File: src/rtl/iu8_decimal_entry_pkg.sv
// Shared types and constants for the decimal entry unit: FSM states, signed range limits,
// key indices and the BCD-to-binary magnitude helper.
package iu8_decimal_entry_pkg;

  typedef enum logic [1:0] {
    StEmpty = 2'd0,
    StEntry = 2'd1,
    StHold  = 2'd2
  } state_e;

  localparam int unsigned PosLimit = 127;
  localparam int unsigned NegLimit = 128;

  localparam int unsigned NumKeys  = 5;
  localparam int unsigned KeyDigit = 0;
  localparam int unsigned KeyNeg   = 1;
  localparam int unsigned KeyDel   = 2;
  localparam int unsigned KeyClr   = 3;
  localparam int unsigned KeyEnter = 4;

  function automatic logic [7:0] bcd_mag(input logic [3:0] h, input logic [3:0] t,
                                         input logic [3:0] o);
    logic [11:0] m;
    m = {8'd0, h} * 12'd100 + {8'd0, t} * 12'd10 + {8'd0, o};
    return m[7:0];
  endfunction

endpackage

File: src/rtl/iu8_decimal_entry_key_conditioner.sv
// One push-button: 2-flop synchroniser, debounce counter and a registered rising-edge press pulse.
// Press pulse appears DB_CYCLES+3 cycles after a stable raw edge.
module iu8_decimal_entry_key_conditioner #(
  parameter int unsigned DB_CYCLES = 500000,
  parameter int unsigned DB_W      = 19
) (
  input  logic clk,
  input  logic reset,
  input  logic key_i,
  output logic press_o
);

  logic            sync1_q, sync1_d;
  logic            sync2_q, sync2_d;
  logic            level_q, level_d;
  logic            prev_q, prev_d;
  logic            press_q, press_d;
  logic [DB_W-1:0] cnt_q, cnt_d;

  always_comb begin
    sync1_d = key_i;
    sync2_d = sync1_q;
    level_d = level_q;
    cnt_d   = '0;
    if (sync2_q != level_q) begin
      if (cnt_q == DB_W'(DB_CYCLES - 1)) begin
        level_d = sync2_q;
      end else begin
        cnt_d = cnt_q + 1'b1;
      end
    end
    prev_d  = level_q;
    press_d = level_q & ~prev_q;
  end

  // Reset assumes the key is pressed, so a key held through reset must be released
  // and pressed again before it produces a pulse.
  always_ff @(posedge clk) begin
    if (reset) begin
      sync1_q <= 1'b1;
      sync2_q <= 1'b1;
      level_q <= 1'b1;
      prev_q  <= 1'b1;
      press_q <= 1'b0;
      cnt_q   <= '0;
    end else begin
      sync1_q <= sync1_d;
      sync2_q <= sync2_d;
      level_q <= level_d;
      prev_q  <= prev_d;
      press_q <= press_d;
      cnt_q   <= cnt_d;
    end
  end

  assign press_o = press_q;

endmodule

File: src/rtl/iu8_decimal_entry.sv
// Decimal keypad entry of a signed 8-bit operand: BCD digit store, sign, range checking and a
// valid/ready hand-off of the committed value.
module iu8_decimal_entry
  import iu8_decimal_entry_pkg::*;
#(
  parameter int unsigned DB_CYCLES = 500000,
  parameter int unsigned DB_W      = 19
) (
  input  logic       clk,
  input  logic       reset,
  input  logic [3:0] digit_sw,
  input  logic       key_digit,
  input  logic       key_neg,
  input  logic       key_del,
  input  logic       key_clr,
  input  logic       key_enter,
  input  logic       x_ready,
  output logic [7:0] x_out,
  output logic       x_valid,
  output logic [7:0] x_live,
  output logic [1:0] ndigits,
  output logic       err
);

  logic [NumKeys-1:0] raw, press;

  assign raw[KeyDigit] = key_digit;
  assign raw[KeyNeg]   = key_neg;
  assign raw[KeyDel]   = key_del;
  assign raw[KeyClr]   = key_clr;
  assign raw[KeyEnter] = key_enter;

  for (genvar k = 0; k < NumKeys; k++) begin : g_key
    iu8_decimal_entry_key_conditioner #(
      .DB_CYCLES(DB_CYCLES),
      .DB_W     (DB_W)
    ) u_cond (
      .clk    (clk),
      .reset  (reset),
      .key_i  (raw[k]),
      .press_o(press[k])
    );
  end

  state_e      state_q, state_d;
  logic [3:0]  h_q, h_d, t_q, t_d, o_q, o_d;
  logic        neg_q, neg_d;
  logic [1:0]  ndig_q, ndig_d;
  logic [7:0]  x_out_q, x_out_d;
  logic        x_valid_q, x_valid_d;
  logic [7:0]  x_live_q, x_live_d;
  logic        err_q, err_d;

  logic [7:0]  mag, live;
  logic [11:0] limit, cand;
  logic        in_hold;

  always_comb begin
    mag     = bcd_mag(h_q, t_q, o_q);
    live    = neg_q ? (~mag + 8'd1) : mag;
    limit   = neg_q ? 12'(NegLimit) : 12'(PosLimit);
    cand    = {4'd0, mag} * 12'd10 + {8'd0, digit_sw};
    in_hold = (state_q == StHold);

    state_d   = state_q;
    h_d       = h_q;
    t_d       = t_q;
    o_d       = o_q;
    neg_d     = neg_q;
    ndig_d    = ndig_q;
    x_out_d   = x_out_q;
    x_valid_d = x_valid_q;
    x_live_d  = live;
    err_d     = 1'b0;

    if (in_hold && x_valid_q && x_ready) begin
      x_valid_d = 1'b0;
      state_d   = StEmpty;
    end

    // Only the highest-priority press acts; the rest are silently dropped.
    if (press[KeyClr]) begin
      {h_d, t_d, o_d} = '0;
      neg_d     = 1'b0;
      ndig_d    = '0;
      x_valid_d = 1'b0;
      state_d   = StEmpty;
    end else if (press[KeyEnter]) begin
      if (in_hold) begin
        err_d = 1'b1;
      end else begin
        x_out_d         = live;
        x_valid_d       = 1'b1;
        state_d         = StHold;
        {h_d, t_d, o_d} = '0;
        neg_d           = 1'b0;
        ndig_d          = '0;
      end
    end else if (press[KeyDel]) begin
      if (in_hold || ndig_q == 2'd0) begin
        err_d = 1'b1;
      end else begin
        {h_d, t_d, o_d} = {4'd0, h_q, t_q};
        ndig_d          = ndig_q - 2'd1;
        if (ndig_q == 2'd1) state_d = StEmpty;
      end
    end else if (press[KeyNeg]) begin
      // Flipping -128 to positive would need +128, which does not fit.
      if (in_hold || (neg_q && mag == 8'd128)) begin
        err_d = 1'b1;
      end else begin
        neg_d = ~neg_q;
      end
    end else if (press[KeyDigit]) begin
      if (in_hold || digit_sw > 4'd9 || ndig_q == 2'd3 || cand > limit) begin
        err_d = 1'b1;
      end else begin
        {h_d, t_d, o_d} = {t_q, o_q, digit_sw};
        ndig_d          = ndig_q + 2'd1;
        state_d         = StEntry;
      end
    end
  end

  always_ff @(posedge clk) begin
    if (reset) begin
      state_q   <= StEmpty;
      h_q       <= '0;
      t_q       <= '0;
      o_q       <= '0;
      neg_q     <= 1'b0;
      ndig_q    <= '0;
      x_out_q   <= '0;
      x_valid_q <= 1'b0;
      x_live_q  <= '0;
      err_q     <= 1'b0;
    end else begin
      state_q   <= state_d;
      h_q       <= h_d;
      t_q       <= t_d;
      o_q       <= o_d;
      neg_q     <= neg_d;
      ndig_q    <= ndig_d;
      x_out_q   <= x_out_d;
      x_valid_q <= x_valid_d;
      x_live_q  <= x_live_d;
      err_q     <= err_d;
    end
  end

  assign x_out   = x_out_q;
  assign x_valid = x_valid_q;
  assign x_live  = x_live_q;
  assign ndigits = ndig_q;
  assign err     = err_q;

endmodule

File: config.mk
export PLATFORM = sky130hd
export DESIGN_NAME = iu8_decimal_entry
export DESIGN_NICKNAME = d
export VERILOG_FILES = /design/src/rtl/iu8_decimal_entry_pkg.sv /design/src/rtl/iu8_decimal_entry_key_conditioner.sv /design/src/rtl/iu8_decimal_entry.sv
export SDC_FILE = /design/constraint.sdc
export NUM_CORES = 1
export LEC_CHECK = 0
export ABC_AREA = 1
export BUFFER_PORTS_ARGS = -buffer_cell sky130_fd_sc_hd__buf_2
export CORE_ASPECT_RATIO = 1.75
export CORE_MARGIN = 3
export CORE_UTILIZATION = 42
export DETAILED_ROUTE_END_ITERATION = 10
export GPL_TIMING_DRIVEN = 0
export RECOVER_POWER = 25
export SKIP_CTS_REPAIR_TIMING = 1
export SLEW_MARGIN = 20
export SYNTH_ARGS = -nofsm -noshare
export SYNTH_HDL_FRONTEND = slang
export SYNTH_SLANG_ARGS = --single-unit
export TNS_END_PERCENT = 20
File: constraint.sdc
create_clock -name clk -period 5 [get_ports clk]
set_input_delay 0.25 -clock clk [delete_from_list [all_inputs] [get_ports clk]]
set_output_delay 0.25 -clock clk [all_outputs]
set_load 0.02 [all_outputs]
==> metrics.md, run 1 <==
| Metric | Value |
|---|---|
| Worst Path Required | `approximately 5.3 ns` |
| Pre-Repair DR Iteration Count | `5` |
| F_max | `~190 MHz` |
| Peak VDD IR | `around 0.22 mV` |
| Post-DR wirelength/cell | `12.7 um` |
| Post-Synthesis Net Count | `approximately 1200` |
| Initial drt markers | `366` |
| Post-synth EDFFs | `0` |
| Final setup vio count | `14` |
| Synthesized area | `between 8000 and 9000 um2` |
| Total global routing overflow | `0` |
| Maximum root-to-sink buffer count | `2` |
| Top post-synthesis cells by area | `dfxtp_1 38%, nand2_1 9.2%, inv_1 8.7%` |
| Setup TNS | `-1.66 ns` |
| Critical path launch point type | `flip-flop` |
| Syn avg cell area | `roughly 7.3 um2` |
| Seq pwr share | `0.470` |
| Final Hold Viols | `0` |
| TritonCTS Buffers | `17` |
| # fillers | `~1900` |
| Antenna fix cells | `0` |
| Post-route setup slack | `-0.163 ns` |
| Area of placed instances | `around 8600 um2` |
| CP endpoint kind | `flip-flop` |
| Synth Area in Simple Gates | `0.295` |
| Tot GR Track Use | `0.179` |
| Routed wire length | `between 15000 and 20000 um` |
| Initial antenna violation count | `0` |
| Max Clock Skew | `0.00639 ns` |
| Synth Area in Adders | `0.0875` |
| Count of different cell masters after synthesis | `46` |
| Hold Crit Class | `in2reg` |
| Area share of xor/xnor cells in the synthesized design | `0.0355` |
| First-pass GRT wire length | `between 30000 and 40000 um` |
| Maxcap violations | `0` |
| Switching power | `0.000538 W` |
| Register area share after synthesis | `0.383` |
| Clock-pin slew on the worst setup and hold paths | `roughly 0.06 ns` |
| #FFs+latches synth | `about 160` |
| Max_slew headroom | `0.558` |
| Max-slew violation count | `0` |
| Worst-Skew Late Latency | `~0.43 ns` |
| Area Growth Syn to Fin | `18.5%` |
| Synth area leader | `dfxtp_1` |
| Slowest-stage cell, CP | `fa_1` |
| Multi-input gate area | `~4400 um2` |
| Critical-path maximum fanout | `7` |
| DRC violations left | `0` |
| Max stage delay on crit path | `~0.54 ns` |
| Routed vias/inst | `between 4 and 5` |
| Mux cell area share after synthesis | `0` |
| Int Pwr | `0.00210 W` |
| Root buf cell | `clkbuf_16` |
| CTS sink count | `roughly 160` |
| Comb power frac | `0.018` |
| Ratio of cells with drive above 1 in the final layout | `0.127` |
| Num ports | `32` |
| Final ANT Viol Nets | `0` |
| Slew @ Worst Pin | `between 0.6 and 0.7 ns` |
| Tmin final | `5.16 ns` |
| Largest net degree at the start of global routing | `17` |
| WP data arrival | `5.48 ns` |
| Sw Ratio | `0.204` |
| Global placement routability congestion | `between 0.8 and 0.9` |
| HPWL Detailed | `14000 um` |
| Core area | `about 19000 um2` |
| Ys async rst share | `0` |
| Pleak | `a little under 4 nW` |
| Clock power frac | `0.512` |
| Die X | `about 110 um` |
| Number of port buffers | `31` |
| Compound-gate portion of the synthesized area | `0.0998` |
| Status | `finished, violations left` |
| Largest family of logic cells by synthesized area | `simple AND/OR/NAND/NOR gates` |
| Final Cell Area | `about 9600 um2` |
| Cell mode on critical path | `nand2_2` |
| Final net count | `roughly 1200` |
| Post-Syn Instances | `between 1000 and 1500` |
| Unrepaired setup endpoints after global routing | `yes` |
| Final cell count without fillers | `about 1400` |
| Top-area cell type share of the netlist area | `0.383` |
| Setup CP Type | `reg2reg` |
| Final period util | `1.03` |
| Main synth FF type | `dfxtp_1` |
| Fin util | `0.512` |
| Total Power | `0.00264 W` |
| Synth warn | `0` |
| Dpl cells | `approximately 1400` |
| CTS tree | `yes` |
| Vias in the first global route | `approximately 6800` |
| Htree depth | `4` |
| Full die area | `about 21000 um2` |
| Violated checks | `negative setup slack` |
| Starting Density | `0.432` |
| DR vias | `7044` |
| Power Density | `roughly 280 nW/um2` |
| Die height | `190 um` |
| Rows | `66` |
| Sequential cell area | `3120 um2` |
==> power groups by stage <==
stage                     Sequential (W)  Combinational (W)  Clock [W]
after floorplan                  0.00127          0.0000303          0
after global placement           0.00127          0.0000481          0
after detailed placement         0.00127          0.0000483          0
after CTS                        0.00124          0.0000485    0.00139
after global routing             0.00124          0.0000563    0.00144
final                            0.00124          0.0000485    0.00135
==> kinds of logic after synthesis <==
| logic type | count (synthesis) |
|---|---|
| XOR/XNOR | 32 |
| AO/OA/AOI/OAI | 144 |
| AND/OR/NAND/NOR | 522 |
| adder cells (fa/ha/maj) | 53 |
| flip-flops | 155 |
| buffers and inverters | 206 |
==> cell usage after synthesis (5+ instances only) <==
| cell | instances |
|---|---|
| nand2_1 | 198 |
| inv_1 | 187 |
| dfxtp_1 | 155 |
| nor2_1 | 124 |
| a21oi_1 | 73 |
| nand3_1 | 69 |
| ha_1 | 47 |
| nor3_1 | 45 |
| o21ai_0 | 40 |
| nand4_1 | 27 |
| xor2_1 | 22 |
| nor4_1 | 15 |
| clkbuf_1 | 13 |
| or2_2 | 11 |
| xnor2_1 | 9 |
| a22oi_1 | 6 |
| fa_1 | 6 |
| nor2_2 | 6 |
| a21oi_2 | 5 |
| o21a_1 | 5 |
==> critical path, delay by kind of cell (launching register included) <==
family	cells	cell delay, ns
buf+inv	4	0.35
simple gates	15	1.31
fa+ha+maj	6	2.41
flops	1	0.38
xor+xnor	2	0.44
compound gates	1	0.13
==> cells in the final DEF, fill, tap and decap left out, types with 3 or more instances in the layout <==
cell type   Yosys  final
a21oi_1        73     70
a21oi_2         5      7
a22oi_1         6      6
a31oi_1         3      3
buf_2           2     17
buf_4           0     17
bufinv_16       0      4
clkbuf_1       13     32
clkbuf_16       0     18
clkinvlp_4      0      5
dfxtp_1       155    151
dfxtp_4         0      3
fa_1            6      4
ha_1           47     36
ha_2            0      3
ha_4            0      8
inv_1         187    184
inv_2           2      4
nand2_1       198    192
nand2_2         3      9
nand3_1        69     62
nand3_2         2      9
nand3b_1        4      4
nand4_1        27     27
nor2_1        124    123
nor2_2          6      6
nor2_4          2      3
nor3_1         45     45
nor3_2          4      4
nor3b_1         4      4
nor4_1         15     15
o211ai_1        4      4
o21a_1          5      5
o21ai_0        40     38
or2_2          11     11
xnor2_1         9      8
xor2_1         22     21
==> layer usage <==
layer / vias up / global-route usage / wire length (um)
li1: 3741 / - / -
met1: 3161 / 0.184 / 7230
met2: 102 / 0.347 / 9920
met3: 40 / 0.0321 / 479
met4: 0 / 0.0853 / 641
met5: - / 0 / 0
==> metrics by stage <==
| stage | worst slack, ns | hold slack [ns] |
|---|---|---|
| floorplan | 0.0258 | 0.354 |
| global placement | -0.676 | 0.377 |
| detailed placement | -0.720 | 0.377 |
| CTS | -0.741 | -0.00823 |
| global route | -0.469 | 0.00252 |
| finish | -0.163 | 0.00726 |
==> final timing paths <==
| path | from | end | slack [ns] | cells after the start |
|---|---|---|---|---|
| setup / recovery | t_q[2] | o_q[0] | -0.16 | 28 |
| hold / removal | key_neg | g_key[1].u_cond.sync1_q | 0.007 | 2 |
| setup reg to reg | t_q[2] | o_q[0] | -0.16 | 28 |
| hold reg to reg | g_key[4].u_cond.prev_q | g_key[4].u_cond.press_o | 0.38 | 1 |
==> layout make-up <==
cell class              count  share of cell area
repair buffers             51              0.0331
multi-input cells         751               0.463
well taps                 238              0.0311
inverters                 189              0.0744
clock buffers              21              0.0470
clock inverters            11              0.0176
plain buffers              17             0.00913
flip-flops and latches    155               0.325
==> sequential cells by signal (all words and copies together) (netlist names), 2 cells and up <==
register	count
o_q	4
x_live	8
ndigits	2
h_q	4
g_key.u_cond.level_q	5
g_key.u_cond.sync2_q	5
state_q	2
g_key.u_cond.press_o	5
g_key.u_cond.prev_q	5
g_key.u_cond.cnt_q	95
x_out	8
t_q	4
g_key.u_cond.sync1_q	5
(Power assumes the default switching activity.)
==> run 2, diff against run 1 <==
--- a/config.mk
+++ b/config.mk
@@ -7,13 +7,17 @@
 export LEC_CHECK = 0
 export ABC_AREA = 1
 export BUFFER_PORTS_ARGS = -buffer_cell sky130_fd_sc_hd__buf_2
+export CELL_PAD_IN_SITES_DETAIL_PLACEMENT = 0
+export CELL_PAD_IN_SITES_GLOBAL_PLACEMENT = 1
 export CORE_ASPECT_RATIO = 1.75
 export CORE_MARGIN = 3
-export CORE_UTILIZATION = 42
+export CORE_UTILIZATION = 41
 export DETAILED_ROUTE_END_ITERATION = 10
 export GPL_TIMING_DRIVEN = 0
+export PLACE_DENSITY_LB_ADDON = 0.1
 export RECOVER_POWER = 25
 export SKIP_CTS_REPAIR_TIMING = 1
+export SKIP_LAST_GASP = 1
 export SLEW_MARGIN = 20
 export SYNTH_ARGS = -nofsm -noshare
 export SYNTH_HDL_FRONTEND = slang
==> metrics.md, run 2 (synthesis gave the netlist of run 1 again) <==
| Metric | Value |
|---|---|
| Hold Crit Class | `in2reg (unchanged)` |
| Final net count | `1247 (unchanged)` |
| Slowest-stage cell, CP | `fa_1 (unchanged)` |
| Tot GR Track Use | `0.185 (was 0.179)` |
| Reg2reg end | `o_q[2] (was o_q[0])` |
| DRC violations left | `0 (unchanged)` |
| Die X | `112 um (was 111 um)` |
| Total global routing overflow | `0 (unchanged)` |
| Global placement routability congestion | `0.795 (was 0.857)` |
| Violated checks | `negative setup slack (unchanged)` |
| Max Clock Skew | `0.00667 ns (was 0.00639 ns)` |
| Tmin final | `5.03 ns (was 5.16 ns)` |
| Vias in the first global route | `6913 (was 6756)` |
| Full die area | `21500 um2 (was 21000 um2)` |
| Pre-Repair DR Iteration Count | `5 (unchanged)` |
| Final setup vio count | `10 (was 14)` |
| CP endpoint kind | `flip-flop (unchanged)` |
| Number of port buffers | `31 (unchanged)` |
| Post-route setup slack | `-0.0281 ns (was -0.163 ns)` |
| Clock-pin slew on the worst setup and hold paths | `0.07 ns (was 0.06 ns)` |
| Initial antenna violation count | `0 (unchanged)` |
| Unrepaired setup endpoints after global routing | `yes (unchanged)` |
| Largest net degree at the start of global routing | `18 (was 17)` |
| End of the critical path | `o_q[2] (was o_q[0])` |
| TritonCTS Buffers | `17 (unchanged)` |
| Max reg flops | `95 (unchanged)` |
| Pleak | `3.93 nW (was 3.90 nW)` |
| DR vias | `7064 (was 7044)` |
| Area Growth Syn to Fin | `20.3% (was 18.5%)` |
| Max stage delay on crit path | `0.59 ns (was 0.54 ns)` |
| Final Hold Viols | `0 (unchanged)` |
| Starting Density | `0.420 (was 0.432)` |
| Reg-to-Reg Start | `t_q[1] (was t_q[2])` |
| Setup CP Type | `reg2reg (unchanged)` |
| F_max | `199 MHz (was 194 MHz)` |
| Worst Path Required | `5.34 ns (was 5.32 ns)` |
| Maxcap violations | `0 (unchanged)` |
| Final cell count without fillers | `1436 (was 1433)` |
| Initial drt markers | `294 (was 366)` |
| Sequential cell area | `3120 um2 (unchanged)` |
| Bufs and invs on worst path | `4 (unchanged)` |
| CP Depth | `31 (was 28)` |
| Routed vias/inst | `4.92 (about the same)` |
| Root buf cell | `clkbuf_16 (unchanged)` |
| Maximum root-to-sink buffer count | `2 (unchanged)` |
| Core area | `19300 um2 (was 18700 um2)` |
| Dpl cells | `1384 (was 1381)` |
| Slew @ Worst Pin | `0.763 ns (was 0.661 ns)` |
| Ratio of cells with drive above 1 in the final layout | `0.131 (was 0.127)` |
| CTS tree | `yes (unchanged)` |
| Most frequent cells in the layout | `191 x nand2_1, 181 x inv_1, 151 x dfxtp_1 (was 192 x nand2_1, 184 x inv_1, 151 x dfxtp_1)` |
| Post-place setup slack | `-0.564 ns (was -0.720 ns)` |
| Rows | `67 (was 66)` |
| Final period util | `1.01 (was 1.03)` |
| Die height | `192 um (was 190 um)` |
| CP Launch Point | `t_q[1] (was t_q[2])` |
| Critical path's top delay family | `adder cells (unchanged)` |
| Multi-input gate area | `4580 um2 (was 4440 um2)` |
| Status | `finished, violations left (unchanged)` |
| Most common cell after layout, fill and taps aside | `nand2_1 (unchanged)` |
| Max_slew headroom | `0.491 (was 0.558)` |
| Worst R2R Path Depth | `31 (was 28)` |
| Final ANT Viol Nets | `0 (unchanged)` |
| Max-slew violation count | `0 (unchanged)` |
| Antenna fix cells | `0 (unchanged)` |
| # fillers | `1980 (was 1870)` |
| CTS sink count | `155 (unchanged)` |
| Worst reg2reg setup slack | `-0.03 ns (was -0.16 ns)` |
| WP data arrival | `5.37 ns (was 5.48 ns)` |
| Htree depth | `4 (unchanged)` |
| First-pass GRT wire length | `32000 um (was 30900 um)` |
| Critical path launch point type | `flip-flop (unchanged)` |
| Worst-Skew Late Latency | `0.44 ns (was 0.43 ns)` |
| HPWL Detailed | `14600 um (was 14000 um)` |
| Register with the most flip-flops | `g_key.u_cond.cnt_q (unchanged)` |
| Post-DR wirelength/cell | `13.3 um (was 12.7 um)` |
| Routed wire length | `19200 um (was 18300 um)` |
| Num ports | `32 (unchanged)` |
| Power Density | `273 nW/um2 (was 275 nW/um2)` |
| Critical-path maximum fanout | `7 (unchanged)` |
| Peak VDD IR | `0.264 mV (was 0.223 mV)` |
[run 2: changes by cell type in the layout (fill, tap and decap cells not counted), moves of 4 or more]
| cell | previous run | this run |
|---|---|---|
| buf_4 | 17 | 13 |
| buf_2 | 17 | 13 |
| clkinvlp_4 | 5 | 1 |
| ha_4 | 8 | 13 |
| inv_8 | 0 | 5 |
[run 2: where the power goes]
part	internal, W	switching (W)	leakage, nW	total, W
logic	0.0000179	0.0000334	2.37	0.0000513
clock network	0.000766	0.000605	0.304	0.00137
registers	0.00124	0.00000239	1.25	0.00124
[run 2: worst register-to-register path: cells and delay by family, from the launching register on]
family | cells | cell delay, ns
flip-flops | 1 | 0.39
AO/OA/AOI/OAI | 2 | 0.24
XOR/XNOR | 2 | 0.36
adder cells (fa/ha/maj) | 8 | 2.43
buffers and inverters | 4 | 0.32
AND/OR/NAND/NOR | 15 | 1.20
[run 2: worst min path at each step]
stage                                start                 endpoint  depth (start not counted)
global route                       key_neg  g_key[1].u_cond.sync1_q                          2
finish                             key_neg  g_key[1].u_cond.sync1_q                          2
detailed placement  g_key[4].u_cond.prev_q  g_key[4].u_cond.press_o                          1
global placement    g_key[4].u_cond.prev_q  g_key[4].u_cond.press_o                          1
CTS                              key_digit  g_key[0].u_cond.sync1_q                          2
floorplan                        key_digit  g_key[0].u_cond.sync1_q                          1
[run 2: per-layer routing]
metal  wire (um)  share of wire  vias to the layer above  global-route usage
li1            -              -                     3738                   -
met1        7600           0.40                     3190               0.192
met2       10500           0.55                       94               0.355
met3         471          0.025                       42              0.0347
met4         609          0.032                        0              0.0819
met5           0              0                        -                   0
[run 2: metrics by stage]
| step | hold slack (ns) | instance area, um2 | util | total power (W) | setup TNS [ns] |
|---|---|---|---|---|---|
| 6_report | 0.0201 | 9740 | 0.505 | 0.00266 | -0.144 |
| 5_1_grt | 0.0110 | 9740 | 0.505 | 0.00275 | -3.99 |
| 2_1_floorplan | 0.354 | 8130 | - | 0.00130 | 0 |
| 3_3_place_gp | 0.375 | 8590 | 0.445 | 0.00132 | -8.26 |
| 3_5_place_dp | 0.380 | 8590 | 0.445 | 0.00132 | -8.09 |
| 4_1_cts | -0.0310 | 9210 | 0.478 | 0.00270 | -8.52 |
[run 2: cell type report]
type,count,area share
Clock inverter,15,0.0206
Tap cell,241,0.0310
Buffer,17,0.00900
Timing Repair Buffer,50,0.0321
Sequential cell,155,0.320
Multi-Input combinational cell,752,0.470
Inverter,189,0.0734
Clock buffer,17,0.0437
